$ cat config.mk
export PLATFORM = sky130hd
export DESIGN_NAME = psum_wb_ctrl_flat
export DESIGN_NICKNAME = d
export VERILOG_FILES = /design/src/rtl/psum_wb_ctrl_pkg.sv /design/src/rtl/psum_wb_ctrl_if.sv /design/src/rtl/psum_wb_ctrl.sv /design/src/flat_wrapper.sv
export SDC_FILE = /design/constraint.sdc
export NUM_CORES = 1
export LEC_CHECK = 0
export CAP_MARGIN = 20
export CORE_MARGIN = 1
export CORE_UTILIZATION = 40
export DETAILED_ROUTE_END_ITERATION = 10
export GPL_ROUTABILITY_DRIVEN = 0
export MAX_ROUTING_LAYER = met4
export PLACE_DENSITY = 0.79
export SLEW_MARGIN = 15
export SYNTH_ARGS = -nofsm -noshare
export SYNTH_HDL_FRONTEND = slang
export SYNTH_SLANG_ARGS = --single-unit
$ cat constraint.sdc
create_clock -name clk -period 2.1 [get_ports clk]
set_clock_uncertainty 0.15 [all_clocks]
set_input_delay 0.21 -clock clk [delete_from_list [all_inputs] [get_ports clk]]
set_output_delay 0.21 -clock clk [all_outputs]
set_load 0.02 [all_outputs]
$ cat src/rtl/psum_wb_ctrl_pkg.sv
// rtl/psum_wb_ctrl_pkg.sv - shared state encoding and mode bit indices for the PSUM writeback sequencer
package psum_wb_ctrl_pkg;

    typedef enum logic [2:0] {
        ST_IDLE = 3'd0,
        ST_WAIT = 3'd1,
        ST_POP  = 3'd2,
        ST_WR   = 3'd3,
        ST_DONE = 3'd4
    } state_e;

    localparam int MODE_PT   = 2;
    localparam int MODE_ACC  = 1;
    localparam int MODE_RELU = 0;

    // Passthrough is the only mode whose SFP result ignores the stored partial sum.
    function automatic logic needs_psum(input logic [2:0] m);
        return !m[MODE_PT];
    endfunction

endpackage

$ cat src/rtl/psum_wb_ctrl_if.sv
// rtl/psum_wb_ctrl_if.sv - OFIFO, SFP and PSUM SRAM signals seen by the writeback sequencer
interface psum_wb_ctrl_if #(
    parameter int col     = 8,
    parameter int psum_bw = 16,
    parameter int addr_w  = 11
) ();

    logic                     ofifo_valid;
    logic                     ofifo_rd;
    logic [col*psum_bw-1:0]   ofifo_out;
    logic [col*psum_bw-1:0]   ofifo_q;
    logic [2:0]               sfp_mode;
    logic                     sram_cen;
    logic                     sram_wen;
    logic [addr_w-1:0]        sram_addr;

    modport master (
        input  ofifo_valid,
        input  ofifo_out,
        output ofifo_rd,
        output ofifo_q,
        output sfp_mode,
        output sram_cen,
        output sram_wen,
        output sram_addr
    );

    modport slave (
        output ofifo_valid,
        output ofifo_out,
        input  ofifo_rd,
        input  ofifo_q,
        input  sfp_mode,
        input  sram_cen,
        input  sram_wen,
        input  sram_addr
    );

endinterface

$ cat src/rtl/psum_wb_ctrl.sv
// rtl/psum_wb_ctrl.sv - pops OFIFO vectors, reads the matching partial sum and writes the SFP result back
module psum_wb_ctrl
    import psum_wb_ctrl_pkg::*;
#(
    parameter int col     = 8,
    parameter int psum_bw = 16,
    parameter int addr_w  = 11,
    parameter int cnt_w   = 11
) (
    input  logic                clk,
    input  logic                reset,
    input  logic                start,
    input  logic [addr_w-1:0]   base_addr,
    input  logic [cnt_w-1:0]    num_vec,
    input  logic [2:0]          mode,
    psum_wb_ctrl_if.master      bus,
    output logic                busy,
    output logic                done
);

    state_e                   state_q, state_d;
    logic [addr_w-1:0]        addr_q, addr_d;
    logic [cnt_w-1:0]         rem_q, rem_d;
    logic [2:0]               mode_q, mode_d;
    logic [col*psum_bw-1:0]   vec_q, vec_d;

    always_ff @(posedge clk) begin
        if (!reset) begin
            state_q <= ST_IDLE;
            addr_q  <= '0;
            rem_q   <= '0;
            mode_q  <= '0;
            vec_q   <= '0;
        end else begin
            state_q <= state_d;
            addr_q  <= addr_d;
            rem_q   <= rem_d;
            mode_q  <= mode_d;
            vec_q   <= vec_d;
        end
    end

    // WAIT is skipped whenever the FIFO already holds data, giving two cycles per vector.
    always_comb begin
        state_d = state_q;
        addr_d  = addr_q;
        rem_d   = rem_q;
        mode_d  = mode_q;
        vec_d   = vec_q;
        case (state_q)
            ST_IDLE: begin
                if (start) begin
                    addr_d = base_addr;
                    rem_d  = num_vec;
                    mode_d = mode;
                    if (num_vec == '0) begin
                        state_d = ST_DONE;
                    end else if (bus.ofifo_valid) begin
                        state_d = ST_POP;
                    end else begin
                        state_d = ST_WAIT;
                    end
                end
            end
            ST_WAIT: begin
                if (bus.ofifo_valid) begin
                    state_d = ST_POP;
                end
            end
            ST_POP: begin
                vec_d   = bus.ofifo_out;
                state_d = ST_WR;
            end
            ST_WR: begin
                addr_d = addr_q + addr_w'(1);
                rem_d  = rem_q - cnt_w'(1);
                if (rem_q == cnt_w'(1)) begin
                    state_d = ST_DONE;
                end else if (bus.ofifo_valid) begin
                    state_d = ST_POP;
                end else begin
                    state_d = ST_WAIT;
                end
            end
            ST_DONE: begin
                state_d = ST_IDLE;
            end
            default: begin
                state_d = ST_IDLE;
            end
        endcase
    end

    // Strobes decode from the state register only, so no input reaches them combinationally.
    always_comb begin
        bus.ofifo_rd  = (state_q == ST_POP);
        bus.sram_cen  = !(((state_q == ST_POP) && needs_psum(mode_q)) || (state_q == ST_WR));
        bus.sram_wen  = !(state_q == ST_WR);
        bus.sram_addr = addr_q;
        bus.ofifo_q   = vec_q;
        bus.sfp_mode  = mode_q;
        busy          = (state_q == ST_WAIT) || (state_q == ST_POP) || (state_q == ST_WR);
        done          = (state_q == ST_DONE);
    end

endmodule
$ cat src/flat_wrapper.sv
// flat-port wrapper written by rule: the top's interface ports become plain ports
module psum_wb_ctrl_flat import psum_wb_ctrl_pkg::*;
#(
    parameter int col     = 8,
    parameter int psum_bw = 16,
    parameter int addr_w  = 11,
    parameter int cnt_w   = 11
)
  (clk, reset, start, base_addr, num_vec, mode, busy, done, bus_ofifo_valid, bus_ofifo_out, bus_ofifo_rd, bus_ofifo_q, bus_sfp_mode, bus_sram_cen, bus_sram_wen, bus_sram_addr);
  psum_wb_ctrl_if #(.col(col), .psum_bw(psum_bw), .addr_w(addr_w)) bus_i ();
  input  logic clk;
  input  logic reset;
  input  logic start;
  input  logic [addr_w-1:0] base_addr;
  input  logic [cnt_w-1:0] num_vec;
  input  logic [2:0] mode;
  output logic busy;
  output logic done;
  input wire logic [$bits(bus_i.ofifo_valid)-1:0] bus_ofifo_valid;
  input wire logic [$bits(bus_i.ofifo_out)-1:0] bus_ofifo_out;
  output wire logic [$bits(bus_i.ofifo_rd)-1:0] bus_ofifo_rd;
  output wire logic [$bits(bus_i.ofifo_q)-1:0] bus_ofifo_q;
  output wire logic [$bits(bus_i.sfp_mode)-1:0] bus_sfp_mode;
  output wire logic [$bits(bus_i.sram_cen)-1:0] bus_sram_cen;
  output wire logic [$bits(bus_i.sram_wen)-1:0] bus_sram_wen;
  output wire logic [$bits(bus_i.sram_addr)-1:0] bus_sram_addr;
  assign bus_i.ofifo_valid = bus_ofifo_valid;
  assign bus_i.ofifo_out = bus_ofifo_out;
  assign bus_ofifo_rd = bus_i.ofifo_rd;
  assign bus_ofifo_q = bus_i.ofifo_q;
  assign bus_sfp_mode = bus_i.sfp_mode;
  assign bus_sram_cen = bus_i.sram_cen;
  assign bus_sram_wen = bus_i.sram_wen;
  assign bus_sram_addr = bus_i.sram_addr;
  psum_wb_ctrl #(.col(col), .psum_bw(psum_bw), .addr_w(addr_w), .cnt_w(cnt_w)) u_core (.clk(clk), .reset(reset), .start(start), .base_addr(base_addr), .num_vec(num_vec), .mode(mode), .bus(bus_i), .busy(busy), .done(done));
endmodule
==> impl_metrics.ini <==
[die]
floorplan.initialDensity_pct = 40.7
dieHeight_um = 123
ios = 304
core.rowCount = 44
core_mm2 = 0.0145
die_w_um = 123
die_area_mm2 = 0.0152

[clock_tree]
cts.sinks = 156
cts_buffers = 17
h-tree-depth = 4
ctsLongestPathBuffers = 2
clkTransAtPathRegs_ps = 60
cts_tree = built
cts-root-buf = clkbuf_16
clk_latency_ps = 410

[place]
port_buffers = 303
dp_cells = 1195
hpwl_um = 13000
place_area_mm2 = 0.00911

[cells_and_area]
final_layout_size_suffix_gt1_share_pct = 5.38
area_growth_pct = 64.4
fill_cells = 1234
nets = 1190
fin_cells = 1225
final_common_cell = clkdlybuf4s50_1
layout_common_cells = 298 x clkdlybuf4s50_1, 277 x nand2_1, 156 x dfxtp_1
final_area_mm2 = 0.00969
n_antenna_cell = 0

[synth]
synth_top_family_by_area = simple AND/OR/NAND/NOR gates
ys_seq_elements = 156
dominantRegCellSynth = dfxtp_1
yosys.area_share.simple_pct = 23.9
synth-compound-area-share_pct = 18.0
syn_inst = 745
muxShareOfSynthArea_pct = 0
yosysUniqueCellTypes = 50
seq_area_frac_synth_pct = 53.0
synth_fp_nets = 905
synth-xor-area-share_pct = 0.149
synthAdderAreaFrac_pct = 0.637
synthArstFlopShare_pct = 0
avgSynthCellArea_um2 = 7.91
yosys_warnings = 0
synth_edf_count = 0
syn-cell-area_mm2 = 0.00590

[global_routing]
grt_pass1_vias = 5479
grtUsageTotal_pct = 24.1
grt_max_degree = 129
grt.overflow.total = 0
antenna_found_initial = 0
grt_pass1_wl_um = 27300

[sta]
rsz0062_at_grt = false
post-route-period-util_pct = 96.4
fmax_mhz = 494
finalSetupViolations = 0
hold_viol_final = 0
tightest_slew_ps = 688
min_period_ps = 2020
relSlewSlack_pct = 54.1
slew_violations = 0

[critical_path]
cp_common_cell = nor2_1
critPathKind = register to primary output
path_max_fanout = 10
r2r-start = u_core.state_q[0]$_SDFFE_PN0P_
crit_family = buffers and inverters
start_kind = register
cpPeakStageDelay_ps = 430
rr_worst_depth = 6
slowest_stage = dfxtp_1
r2r_slack_ps = 140
cp.required_ps = 1740
cp_cell_sequence = buf_4, nor2_1, nor2_1, dlygate4sd2_1
path_buf_inv = 2
cp.arrival_ps = 1660
reg2reg_to = u_core.bus.ofifo_q[29]$_SDFFE_PN0P_
worst_setup_path_end_kind = primary output

[pwr]
power.density_mw_per_mm2 = 913
leakagePower_nw = 3.47
ir_drop_mv = 0.550

[detailed_routing]
viasPerCell = 5.06
wirelength_um = 18700
ant_nets = 0
wire_per_inst_um = 15.3
vias = 6193
dr.pass1.iters = 4
route.detailed.drc = 0
initialDrtViolationCount = 369

[run]
max_cap_violations = 0

[worst_hold_path]
hp-start = bus_ofifo_out[8]
whs_endpoint = u_core.bus.ofifo_q[8]$_SDFFE_PN0P_
hold_depth = 3
hold_class = primary input to register

[outcome]
status = finished clean
routing by layer:
metal / GRT usage, % / routed length, um / vias to the layer above
met2: 37.9 / 8920 / 240
met4: 11.6 / 587 / 0
met3: 7.06 / 1600 / 42
met5: - / 0 / -
met1: 28.1 / 7610 / 2844
li1: - / - / 3067
kinds of logic (layout without fill, tap and decap cells):
group,Yosys count,in the layout
AND/OR/NAND/NOR,336,336
AO/OA/AOI/OAI,188,188
flip-flops,156,156
buffers and inverters,61,357
adder cells (fa/ha/maj),3,3
XOR/XNOR,1,1
per-stage QoR:
stage | hold WS [ps] | util (%) | setup WS [ps] | TNS (ps) | power [mW]
2_1_floorplan | 177 | - | 390 | 0 | 4.73
3_3_place_gp | 290 | 62.9 | -8.03 | -8.03 | 5.86
3_5_place_dp | 296 | 62.9 | -5.27 | -5.40 | 5.89
4_1_cts | 172 | 67.0 | 31.2 | 0 | 8.93
5_1_grt | 184 | 66.9 | 22.7 | 0 | 9.25
6_report | 188 | 66.9 | 75.1 | 0 | 8.85
synthesized netlist by cell type, drive strengths merged (3+ instances only):
cell / n / area share, %
o21ai: 5 / 0.42
dfxtp: 156 / 53
a21oi: 146 / 12
o311ai: 6 / 0.89
inv: 8 / 0.51
a31oi: 6 / 0.64
a311oi: 3 / 0.45
nor3: 6 / 0.51
o211ai: 3 / 0.38
ha: 3 / 0.64
nor2: 18 / 1.1
nand3: 10 / 0.93
nor4: 4 / 0.68
or4: 6 / 0.83
clkbuf: 36 / 2.3
buf: 17 / 1.6
nand2: 278 / 18
timing repair:
item / 4_1_cts / 5_1_grt
endpoints found under the hold margin: 0 / 0
hold buffers: 0 / 0
pin swaps: 0 / 0
setup buffers: 0 / 0
cloned: 0 / 0
gates resized for setup: 6 / 3
setup endpoints to repair: 5 / 2
worst reg2reg max path, cell delays in order (launching register included):
cell and delay [ps]:
dfxtp_1 430, buf_4 220, nor2_2 70, nand2_4 100, buf_4 530, nand2_1 190, a21oi_1 190
power breakdown:
part / leakage, nW / total [mW] / switching (mW) / internal, mW
clock network: 0.291 / 3.03 / 1.14 / 1.89
logic: 1.91 / 2.34 / 1.26 / 1.08
registers: 1.27 / 3.48 / 0.198 / 3.28
state kept, by name (all words and copies together), names as in the netlist:
signal	cells
u_core.rem_q	11
u_core.bus.ofifo_q	128
u_core.bus.sfp_mode	3
u_core.state_q	3
u_core.bus.sram_addr	11
how the worst max path moves through the flow:
stage | from | to | cells after the start
2_1_floorplan | u_core.state_q[0]$_SDFFE_PN0P_ | u_core.rem_q[6]$_SDFFE_PN0P_ | 4
3_3_place_gp | start | u_core.rem_q[6]$_SDFFE_PN0P_ | 5
3_5_place_dp | start | u_core.rem_q[6]$_SDFFE_PN0P_ | 5
4_1_cts | u_core.state_q[0]$_SDFFE_PN0P_ | bus_sram_cen | 6
5_1_grt | u_core.state_q[0]$_SDFFE_PN0P_ | busy | 4
6_report | u_core.state_q[0]$_SDFFE_PN0P_ | busy | 4
area by class of cell:
class                           count  area (um2)  area share (%)
Timing Repair Buffer              319        3190            33.0
Clock inverter                      7        87.6           0.904
Inverter                            8        35.0           0.361
Multi-Input combinational cell    528        2520            26.0
Clock buffer                       23         498            5.14
Sequential cell                   156        3120            32.2
Tap cell                          184         230            2.38
Note: power is estimated with default switching activity, not from simulation.
